==> config.mk <==
export PLATFORM = sky130hd
export DESIGN_NAME = alu_arbiter
export DESIGN_NICKNAME = d
export VERILOG_FILES = /design/src/rtl/alu_arbiter.sv
export SDC_FILE = /design/constraint.sdc
export NUM_CORES = 1
export LEC_CHECK = 0
export BUFFER_PORTS_ARGS = -buffer_cell sky130_fd_sc_hd__buf_2
export CAP_MARGIN = 15
export CORE_ASPECT_RATIO = 0.7
export CORE_UTILIZATION = 50
export CTS_CLUSTER_DIAMETER = 150
export DETAILED_ROUTE_END_ITERATION = 7
export HOLD_SLACK_MARGIN = 0.12
export PLACE_DENSITY = 0.8
export SLEW_MARGIN = 20
export SYNTH_ARGS = -nofsm -noshare
export SYNTH_HDL_FRONTEND = slang
export SYNTH_SLANG_ARGS = --single-unit
==> constraint.sdc <==
create_clock -name clk -period 6.2 [get_ports clk]
set_clock_uncertainty 0.15 [all_clocks]
set_input_delay 0.93 -clock clk [delete_from_list [all_inputs] [get_ports clk]]
set_output_delay 0.93 -clock clk [all_outputs]
set_load 0.05 [all_outputs]
==> src/rtl/alu_arbiter.sv <==
// rtl/alu_arbiter.sv - two-requester round-robin front end sharing one 16-bit ALU
// Accepts one operation at a time, executes it in one cycle, holds the result until consumed.

module alu (
   input  logic [3:0]  op,
   input  logic [15:0] in_1,
   input  logic [15:0] in_2,
   output logic [15:0] result,
   output logic        zero
);

   localparam logic [3:0] F_ADD = 4'h0;
   localparam logic [3:0] F_SUB = 4'h1;
   localparam logic [3:0] F_AND = 4'h2;
   localparam logic [3:0] F_OR  = 4'h3;

   // SLT/SLTU and every other code fall into the default and produce zero.
   always_comb begin
      result = 16'h0000;
      case (op)
         F_ADD:   result = in_1 + in_2;
         F_SUB:   result = in_1 - in_2;
         F_AND:   result = in_1 & in_2;
         F_OR:    result = in_1 | in_2;
         default: result = 16'h0000;
      endcase
   end

   assign zero = (result == 16'h0000);

endmodule

module alu_arbiter #(
   parameter int RESET_PRIO = 0
) (
   input  logic        clk,
   input  logic        rst,
   input  logic        req0_valid,
   output logic        req0_ready,
   input  logic [15:0] req0_in_1,
   input  logic [15:0] req0_in_2,
   input  logic [3:0]  req0_op,
   input  logic        req1_valid,
   output logic        req1_ready,
   input  logic [15:0] req1_in_1,
   input  logic [15:0] req1_in_2,
   input  logic [3:0]  req1_op,
   output logic        rsp_valid,
   output logic        rsp_id,
   output logic [15:0] rsp_data,
   output logic        rsp_zero,
   input  logic        rsp_ready
);

   typedef enum logic [1:0] {
      IDLE = 2'd0,
      EXEC = 2'd1,
      RESP = 2'd2
   } state_t;

   // Pointer holds the last served index, so reset loads the opposite of RESET_PRIO.
   localparam logic RESET_LAST = (RESET_PRIO == 0) ? 1'b1 : 1'b0;

   state_t      state;
   state_t      next_state;
   logic        last_served;
   logic        grant_any;
   logic        grant_id;
   logic        accept;
   logic [3:0]  op_q;
   logic [15:0] in_1_q;
   logic [15:0] in_2_q;
   logic        id_q;
   logic [15:0] alu_result;
   logic        alu_zero;

   always_comb begin
      grant_any = 1'b0;
      grant_id  = 1'b0;
      if (req0_valid && req1_valid) begin
         grant_any = 1'b1;
         grant_id  = ~last_served;
      end else if (req0_valid) begin
         grant_any = 1'b1;
         grant_id  = 1'b0;
      end else if (req1_valid) begin
         grant_any = 1'b1;
         grant_id  = 1'b1;
      end
   end

   // Reset masks acceptance so a valid seen during rst never leaves a ready pulse.
   assign accept = (state == IDLE) && grant_any && !rst;

   always_ff @(posedge clk) begin
      if (rst) begin
         state <= IDLE;
      end else begin
         state <= next_state;
      end
   end

   always_comb begin
      next_state = state;
      case (state)
         IDLE:    if (accept) next_state = EXEC;
         EXEC:    next_state = RESP;
         RESP:    if (rsp_ready) next_state = IDLE;
         default: next_state = IDLE;
      endcase
   end

   always_comb begin
      req0_ready = 1'b0;
      req1_ready = 1'b0;
      rsp_valid  = 1'b0;
      if (accept) begin
         req0_ready = ~grant_id;
         req1_ready = grant_id;
      end
      if (state == RESP) begin
         rsp_valid = 1'b1;
      end
   end

   alu u_alu (
      .op     (op_q),
      .in_1   (in_1_q),
      .in_2   (in_2_q),
      .result (alu_result),
      .zero   (alu_zero)
   );

   always_ff @(posedge clk) begin
      if (rst) begin
         last_served <= RESET_LAST;
         op_q        <= 4'h0;
         in_1_q      <= 16'h0000;
         in_2_q      <= 16'h0000;
         id_q        <= 1'b0;
         rsp_data    <= 16'h0000;
         rsp_zero    <= 1'b0;
         rsp_id      <= 1'b0;
      end else begin
         if (accept) begin
            last_served <= grant_id;
            id_q        <= grant_id;
            if (grant_id) begin
               op_q   <= req1_op;
               in_1_q <= req1_in_1;
               in_2_q <= req1_in_2;
            end else begin
               op_q   <= req0_op;
               in_1_q <= req0_in_1;
               in_2_q <= req0_in_2;
            end
         end
         if (state == EXEC) begin
            rsp_data <= alu_result;
            rsp_zero <= alu_zero;
            rsp_id   <= id_q;
         end
      end
   end

endmodule

==> results.toml, run 1 <==
[outcome]
outcome = "finished clean"

[synth]
netlist_instances = 471
synth_area_sq_um = 3880
avgSynthCellArea_sq_um = 8.23
synth_top_area_share_pct = 29.9
post-synth-top-count-cell = "nor2_1"
yosysTopAreaCell = "dfxtp_1"
ys_top_cells_by_area = "dfxtp_1 30%, mux2i_1 9.3%, a211oi_1 8.7%"
synth_warnings = 0
synth_edf_count = 0
synthAdderAreaFrac_pct = 9.68
ys.flop_type = "dfxtp_1"
synth_cell_types = 59
synth-simple-area-share_pct = 18.5
synth_xor_area_share_pct = 4.97
ys_ff_latch = 58
synthArstFlopShare_pct = 0
synth_mux_area_share_pct = 9.29
synth_common_cells = "63 x nor2_1, 58 x dfxtp_1, 45 x a211oi_1, 36 x mux2i_1, 33 x nand2_1"
synth_nets = 567
synth_compound_area_share_pct = 23.7
seq_area_frac_synth_pct = 29.9
synth_top_family_by_area = "compound AO/OA/AOI/OAI gates"

[detailed_routing]
vias = 3705
route.detailed.drc = 0
firstDrtPassIters = 5
antenna_left = 0
post_drt_wl_per_cell_um = 15.7
wl_um = 10300
vias_per_cell = 5.67
drtIter0Drc = 212

[worst_setup_path]
critical_path_arrival_ps = 4240
cp-startpoint = "op_q[0]"
cp_data_required_time_ps = 6320
reg2reg_from = "op_q[0]"
r2r_end = "rsp_zero"
worst-setup-path-type = "reg -> reg"
reg2reg_slack_ps = 2080
cp-start-kind = "flop"
r2r_cells = 12
worstPathMaxFanout = 22
endpoint_kind = "flop"
endpoint = "rsp_zero"

[clock_tree]
ctsHoldBuffers = 0
clock-sinks = 58
clkLatencyLatePin_ps = 330
cts_root_buf = "clkbuf_8"
cts_buffers = 9
cts_buffer_depth = 2
htreeDepth = 3
postCtsSetupBuffers = 0
cts_tree = "built"
cts-resized-gates = 0
path_clk_slew_ps = 70

[place]
dp_hpwl_um = 7950
gp_congestion = 0.909
port-buffer-count = 97
place_inst = 640

[global_routing]
grtUsageMet1_pct = 40.7
grt_pass1_vias = 3225
overflow = 0
grt_max_degree = 74
track_usage_pct = 26.7
grt_pass1_wl_um = 16600
gr-usage-met3_pct = 4.11
grt_busiest_layer = "met1"
antenna_found_initial = 0
grtUsageMet2_pct = 39.7

[finish]
fill_cells = 623
multiInputGateArea_sq_um = 2580
synthToLayoutAreaGrowth_pct = 18.9
ff_latch_area_sq_um = 1160
drive_gt1_share_pct = 23.0
nets = 649
diodes = 0
final_cells = 654

[sta]
rsz0062_at_grt = "false"
slew_headroom_pct = 28.5
holdWs_ps = 303
setup_viol = 0
max_slew.worst_pin.slew_ps = 1070
drv_slew = 0
hold_viol_final = 0
period_needed_ps = 4120
setup-tns-final_ps = 0
post-route-period-util_pct = 66.5
clock.fmax_mhz = 243

[die]
die_h_um = 75.7
die_w_um = 107
start_util_pct = 52.5
dieArea_sq_um = 8120
row_count = 26
core-area_sq_um = 7380
io_pins = 98

[power_and_ir_drop]
p_per_area_nw_per_um2 = 322
p_leak_nw = 2.04
vdd_ir_drop_max_mv = 0.153

[worst_hold_path]
holdCritPathClass = "reg -> reg"

[flow_run]
maxCapViolations = 0
power breakdown:
group	switching, mW	internal [mW]	leakage, nW
Sequential	0.0544	0.417	0.480
Clock	0.146	0.202	0.101
Combinational	0.399	0.265	1.45
layout make-up:
class | count | share of cell area [%]
Timing Repair Buffer | 101 | 11.2
Clock buffer | 11 | 3.28
Tap cell | 98 | 2.66
Multi-Input combinational cell | 373 | 56.0
Clock inverter | 3 | 0.868
Sequential cell | 58 | 25.2
Inverter | 10 | 0.814
registers in the layout (all words and copies together), names as in the netlist:
register	count
id_q	1
in_1_q	16
in_2_q	16
last_served	1
op_q	4
rsp_data	16
rsp_id	1
rsp_zero	1
state	2
per-stage QoR:
step                      util (%)  power (mW)  instance area, sq um  setup slack, ps
after detailed placement      59.8        1.13                  4420             2130
after global placement        59.8        1.12                  4420             2240
after global routing          62.4        1.58                  4610             1800
after CTS                     62.4        1.48                  4610             2120
final                         62.4        1.48                  4610             2080
after floorplan                  -       0.968                  3880             2380
how the worst min path moves through the flow:
| stage | to | slack, ps | depth (start not counted) | from |
|---|---|---|---|---|
| floorplan | rsp_id | 280 | 2 | id_q |
| global placement | rsp_data[2] | 290 | 2 | rsp_data[2] |
| detailed placement | rsp_data[9] | 300 | 2 | rsp_data[9] |
| CTS | rsp_data[9] | 310 | 2 | rsp_data[9] |
| global route | rsp_data[9] | 320 | 2 | rsp_data[9] |
| finish | rsp_data[10] | 300 | 2 | rsp_data[10] |
layer usage:
metal	vias to the layer above	share of wire, %
li1	1890	-
met1	1652	53
met2	156	40
met3	7	6.9
met4	0	0.52
met5	-	0
placed cells by master, fill, tap and decap left out, types with 2 or more instances in the layout:
| master | count |
|---|---|
| and3_1 | 4 |
| a21oi_1 | 24 |
| nor4_1 | 2 |
| o21ai_1 | 5 |
| inv_1 | 10 |
| a21boi_0 | 2 |
| a31o_1 | 2 |
| nor4_2 | 2 |
| clkbuf_8 | 11 |
| mux2i_1 | 36 |
| a211oi_1 | 45 |
| buf_2 | 97 |
| nand3_1 | 7 |
| nand3b_1 | 2 |
| o31a_1 | 2 |
| xnor2_1 | 14 |
| o21ai_0 | 18 |
| buf_4 | 4 |
| dfxtp_1 | 58 |
| nor3_1 | 6 |
| nand2b_1 | 7 |
| nor2b_1 | 3 |
| nor2_1 | 63 |
| ha_1 | 18 |
| nand2_1 | 33 |
| o211ai_1 | 3 |
| or3_1 | 7 |
| clkinv_2 | 2 |
| a31oi_1 | 6 |
| a21o_1 | 4 |
| a22oi_1 | 3 |
| maj3_1 | 13 |
| a32oi_1 | 3 |
| xor2_1 | 8 |
| o31ai_1 | 3 |
| or2_1 | 2 |
cell families after synthesis:
logic type,after synthesis
fa+ha+maj,32
xor+xnor,22
buf+inv,40
mux,36
compound gates,134
flops,58
simple gates,149
worst max-delay path, cell delays in order, from the launching register on:
cell and delay [ps]:
dfxtp_1 850, nand2_1 380, o21ai_0 430, inv_1 90, ha_1 290, nand2b_1 140
a211oi_2 110, o21ai_0 140, or3b_1 360, a32o_1 290, or4_4 540, nor4_2 140
a31o_1 160
No activity file was read; power rests on OpenSTA's default activity.
==> run 2, diff against run 1 <==
--- a/config.mk
+++ b/config.mk
@@ -5,6 +5,7 @@
 export SDC_FILE = /design/constraint.sdc
 export NUM_CORES = 1
 export LEC_CHECK = 0
+export ABC_AREA = 1
 export BUFFER_PORTS_ARGS = -buffer_cell sky130_fd_sc_hd__buf_2
 export CAP_MARGIN = 15
 export CORE_ASPECT_RATIO = 0.7
@@ -12,7 +13,7 @@
 export CTS_CLUSTER_DIAMETER = 150
 export DETAILED_ROUTE_END_ITERATION = 7
 export HOLD_SLACK_MARGIN = 0.12
-export PLACE_DENSITY = 0.8
+export PLACE_DENSITY = 0.79
 export SLEW_MARGIN = 20
 export SYNTH_ARGS = -nofsm -noshare
 export SYNTH_HDL_FRONTEND = slang
==> constraint.sdc (replaced) <==
create_clock -name clk -period 4.3 [get_ports clk]
set_clock_uncertainty 0.15 [all_clocks]
set_input_delay 0.645 -clock clk [delete_from_list [all_inputs] [get_ports clk]]
set_output_delay 0.645 -clock clk [all_outputs]
set_load 0.05 [all_outputs]
==> results.toml, run 2 <==
[outcome]
outcome = "finished clean"

[synth]
ys_ff_latch = 58
synth_top_area_share_pct = 27.7
synthArstFlopShare_pct = 0
yosysTopAreaCell = "dfxtp_1"
avgSynthCellArea_sq_um = 6.15
ys.flop_type = "dfxtp_1"
seq_area_frac_synth_pct = 27.7
synth_cell_types = 40
synth_warnings = 0
synth_area_sq_um = 4200
synth_nets = 779
synth_common_cells = "238 x nand2_1, 94 x inv_1, 58 x dfxtp_1, 54 x nor2_1, 38 x nand3_1"
post-synth-top-count-cell = "nand2_1"
ys_top_cells_by_area = "dfxtp_1 28%, nand2_1 21%, inv_1 8.4%"
netlist_instances = 683
synth_edf_count = 0

[power_and_ir_drop]
p_sw_mw = 0.984
p_leak_nw = 2.60
finalPower_mw = 2.43
vdd_ir_drop_max_mv = 0.200
p_per_area_nw_per_um2 = 482
clockPowerShare_pct = 33.0
p_sw_share_pct = 40.5
p_int_mw = 1.45
pwr-share-comb_pct = 40.8
seqPwrFrac_pct = 26.2

[worst_setup_path]
endpoint = "rsp_zero"
r2r_end = "rsp_zero"
reg2reg_from = "op_q[3]"
reg2reg_slack_ps = 820
cp-startpoint = "op_q[3]"
critical_path_arrival_ps = 3500
worst-setup-path-type = "reg -> reg"
cp_data_required_time_ps = 4320
cp-start-kind = "flop"
endpoint_kind = "flop"
worstPathMaxFanout = 15
r2r_cells = 22

[global_routing]
grt_max_degree = 45
track_usage_pct = 31.2
grt_pass1_wl_um = 21400
grt_pass1_vias = 4360
antenna_found_initial = 0
overflow = 0

[die]
io_pins = 98
dieArea_sq_um = 8770
die_w_um = 112
start_util_pct = 52.4
die_h_um = 78.7
row_count = 27
core-area_sq_um = 8010

[flow_run]
maxCapViolations = 0

[finish]
nets = 866
drive_gt1_share_pct = 19.2
top_regs = "in_1_q x16, in_2_q x16, rsp_data x16"
final_common_cell = "nand2_1"
final_cell_mix = "238 x nand2_1, 97 x buf_2, 94 x inv_1"
diodes = 0
fill_cells = 733
synthToLayoutAreaGrowth_pct = 20.2

[worst_hold_path]
holdCritPathClass = "reg -> reg"

[place]
gp_congestion = 1.01
port-buffer-count = 97
dp_hpwl_um = 10200

[detailed_routing]
post_drt_wl_per_cell_um = 14.8
wl_um = 12900
vias_per_cell = 5.41
vias = 4737
route.detailed.drc = 0
antenna_left = 0
firstDrtPassIters = 5
drtIter0Drc = 491

[sta]
period_needed_ps = 3480
rsz0062_at_grt = "false"
slew_headroom_pct = 42.6
hold_viol_final = 0
drv_slew = 0
max_slew.worst_pin.slew_ps = 861
setup_viol = 0
clock.fmax_mhz = 288
post-route-period-util_pct = 80.9
setup-tns-final_ps = 0

[clock_tree]
postCtsSetupBuffers = 0
clkLatencyLatePin_ps = 330
cts_tree = "built"
htreeDepth = 3
cts_buffers = 9
cts_buffer_depth = 2
path_clk_slew_ps = 50
ctsHoldBuffers = 0
clock-sinks = 58
cts_root_buf = "clkbuf_16"
cts-resized-gates = 0
[run 2: metal layers]
layer	track usage, %	share of wire (%)
met4	9.32	1.9
met1	44.7	49
met3	5.79	8.0
met2	47.1	41
met5	0	0
[run 2: cell type report]
type | instances | area [sq um] | area share [%]
clock inverter | 4 | 73.8 | 1.46
tap | 101 | 126 | 2.50
sequential | 58 | 1160 | 23.0
inverter | 103 | 388 | 7.68
timing repair buffer | 99 | 500 | 9.92
clock buffer | 12 | 256 | 5.08
multi-input combinational | 499 | 2540 | 50.3
[run 2: stage by stage]
| step | cells | hold slack, ps | utilization, % | instance area, sq um | worst slack [ps] |
|---|---|---|---|---|---|
| after floorplan | 683 | 280 | - | 4200 | 1430 |
| after global placement | 860 | 295 | 58.9 | 4720 | 959 |
| after detailed placement | 860 | 302 | 58.9 | 4720 | 888 |
| after CTS | 876 | 311 | 63.0 | 5050 | 881 |
| after global routing | 876 | 336 | 63.0 | 5050 | 477 |
| final | 876 | 307 | 63.0 | 5050 | 823 |
[run 2: power groups by stage]
stage | clock network (mW) | registers, mW | logic [mW]
after CTS | 0.805 | 0.634 | 0.979
after global placement | 0 | 0.643 | 0.961
after detailed placement | 0 | 0.644 | 0.969
final | 0.802 | 0.636 | 0.993
after global routing | 0.826 | 0.640 | 1.11
after floorplan | 0 | 0.695 | 0.659
[run 2: worst max-delay path, cell delays in order (launching register included)]
cell	delay [ps]
dfxtp_1	330
nor2_4	210
nand2_2	100
clkinv_2	200
nand2_2	200
nand2_1	150
nand2_1	110
nor2_2	150
nand2_1	90
xnor2_1	140
ha_1	400
nand2_1	100
nor2_1	120
and2_1	150
nand2_2	60
nand3_1	80
nand2_1	50
nor2_1	220
nor2_2	70
nand3_1	90
nor2_1	50
nand2_1	60
a21oi_2	50
[run 2: worst min path at each step]
stage | startpoint | to | cells after the start
3_3_place_gp | id_q | rsp_id | 2
2_1_floorplan | id_q | rsp_id | 2
3_5_place_dp | id_q | rsp_id | 2
4_1_cts | id_q | rsp_id | 2
6_report | id_q | rsp_id | 2
5_1_grt | id_q | rsp_id | 2
[run 2: cell families (layout without fill, tap and decap cells)]
| group | Yosys count | count (layout) | share of synthesized area, % |
|---|---|---|---|
| flops | 58 | 58 | 27.7 |
| fa+ha+maj | 21 | 21 | 6.32 |
| simple gates | 369 | 369 | 37.3 |
| compound gates | 96 | 96 | 14.2 |
| xor+xnor | 13 | 13 | 2.71 |
| buf+inv | 126 | 218 | 11.9 |
==> run 3, diff against run 2 <==
--- a/config.mk
+++ b/config.mk
@@ -5,7 +5,7 @@
 export SDC_FILE = /design/constraint.sdc
 export NUM_CORES = 1
 export LEC_CHECK = 0
-export ABC_AREA = 1
+export ABC_AREA = 0
 export BUFFER_PORTS_ARGS = -buffer_cell sky130_fd_sc_hd__buf_2
 export CAP_MARGIN = 15
 export CORE_ASPECT_RATIO = 0.7
@@ -13,7 +13,7 @@
 export CTS_CLUSTER_DIAMETER = 150
 export DETAILED_ROUTE_END_ITERATION = 7
 export HOLD_SLACK_MARGIN = 0.12
-export PLACE_DENSITY = 0.79
+export PLACE_DENSITY = 0.8
 export SLEW_MARGIN = 20
 export SYNTH_ARGS = -nofsm -noshare
 export SYNTH_HDL_FRONTEND = slang
==> constraint.sdc (replaced) <==
create_clock -name clk -period 3.6 [get_ports clk]
set_clock_uncertainty 0.15 [all_clocks]
set_input_delay 0.54 -clock clk [delete_from_list [all_inputs] [get_ports clk]]
set_output_delay 0.54 -clock clk [all_outputs]
set_load 0.05 [all_outputs]
==> results.toml, run 3 (synthesis results as in run 1) <==
[clock_tree]
ctsHoldBuffers = 0
cts_buffers = 9
htreeDepth = 3
cts_root_buf = "clkbuf_8"
cts_buffer_depth = 2
cts_tree = "built"
clkLatencyLatePin_ps = 330
path_clk_slew_ps = 70
clock-sinks = 58

[worst_setup_path]
worst-setup-path-type = "reg -> reg"
worstPathMaxFanout = 3
endpoint_kind = "flop"
reg2reg_from = "in_2_q[4]"
r2r_cells = 16
reg2reg_slack_ps = -90
cp-startpoint = "in_2_q[4]"
critical_path_arrival_ps = 3760
r2r_end = "rsp_zero"
cp-start-kind = "flop"
cp_data_required_time_ps = 3670

[sta]
max_slew.worst_pin.slew_ps = 699
post-route-period-util_pct = 102
setup_viol = 1
setup-tns-final_ps = -89.4
drv_slew = 0
period_needed_ps = 3690
clock.fmax_mhz = 271
rsz0062_at_grt = "true"
hold_viol_final = 0
slew_headroom_pct = 53.4
setup_slack_ps = -89.4

[die]
io_pins = 98
dieArea_sq_um = 8120
die_w_um = 107
row_count = 26
start_util_pct = 52.5
core-area_sq_um = 7380
die_h_um = 75.7

[place]
gp_congestion = 0.919
dp_hpwl_um = 8260
port-buffer-count = 97
place_ws_ps = -134
place_inst = 668

[worst_hold_path]
min_from = "rsp_id"
holdCritPathClass = "reg -> reg"
hold_end = "rsp_id"
hold_depth = 2

[power_and_ir_drop]
vdd_ir_drop_max_mv = 0.335
p_sw_mw = 1.18
p_sw_share_pct = 40.8
pwr-share-comb_pct = 51.2
clockPowerShare_pct = 21.1
p_per_area_nw_per_um2 = 565
seqPwrFrac_pct = 27.7
p_leak_nw = 2.26
finalPower_mw = 2.90
p_int_mw = 1.72

[global_routing]
track_usage_pct = 27.1
overflow = 0
grt_pass1_vias = 3330
antenna_found_initial = 0
grt_max_degree = 74
grt_pass1_wl_um = 16800

[flow_run]
maxCapViolations = 0

[detailed_routing]
vias = 3968
vias_per_cell = 5.71
route.detailed.drc = 0
wl_um = 11200
post_drt_wl_per_cell_um = 16.2
firstDrtPassIters = 4
drtIter0Drc = 235
antenna_left = 0

[finish]
nets = 688
fill_cells = 614
top_regs = "in_1_q x16, in_2_q x16, rsp_data x16"
final_cells = 695
final_cell_mix = "97 x buf_2, 60 x nor2_1, 56 x dfxtp_1"
drive_gt1_share_pct = 34.3
synthToLayoutAreaGrowth_pct = 32.3
final_common_cell = "buf_2"
fin_util_pct = 69.5
diodes = 0

[outcome]
outcome = "complete, but fails checks"
violations = "setup timing"
run 3: power by group through the flow:
stage          sequential [mW]  clock, mW  combinational (mW)
6_report                 0.804      0.611                1.48
5_1_grt                  0.812      0.652                1.61
4_1_cts                  0.795      0.620                1.27
3_5_place_dp             0.806          0                1.25
3_3_place_gp             0.802          0                1.24
2_1_floorplan            0.857          0               0.810
run 3: layout make-up:
| type | instances | area, sq um | share of cell area (%) |
|---|---|---|---|
| flip-flops and latches | 58 | 1170 | 22.8 |
| clock buffers | 10 | 138 | 2.68 |
| clock inverters | 6 | 66.3 | 1.29 |
| inverters | 10 | 37.5 | 0.732 |
| well taps | 98 | 123 | 2.39 |
| repair buffers | 140 | 808 | 15.8 |
| multi-input cells | 373 | 2790 | 54.4 |
run 3: worst max-delay path by stage:
stage / slack [ps] / to / depth (start not counted)
3_5_place_dp: -130 / rsp_zero / 13
3_3_place_gp: 5 / rsp_zero / 14
6_report: -90 / rsp_zero / 16
4_1_cts: 10 / rsp_zero / 13
5_1_grt: -230 / rsp_zero / 16
2_1_floorplan: 60 / rsp_zero / 14
run 3: per-layer routing:
metal	vias to the layer above	global-route usage [%]	share of wire, %
met4	0	6.09	0.71
met2	169	41.0	44
met3	10	5.30	6.7
li1	1973	-	-
met5	-	0	0
met1	1816	39.8	49
run 3: metrics by stage:
step | cell area [sq um] | hold WS, ps
CTS | 4860 | 305
global route | 5130 | 330
detailed placement | 4620 | 297
floorplan | 3880 | 282
global placement | 4620 | 293
finish | 5130 | 304
run 3: critical path, stage by stage, from the launching register on:
cell      delay [ps]
dfxtp_1          320
or3_4            420
nor4_4           390
buf_4            180
nand2_2           70
o21ai_2          210
xor2_2           220
ha_1             290
buf_4            160
nand2_1           70
o21ai_2           80
a21oi_2          130
nand3_1          130
xnor2_2          150
o211ai_1         320
nor4_4            80
a31o_1           210
run 3: timing repair:
item | in CTS | in global routing
resized for setup | 10 | 46
setup buffers | 0 | 11
pin swaps | 0 | 24
gates cloned | 0 | 0
hold endpoints to repair | 0 | 0
endpoints found under the setup margin | 2 | 3
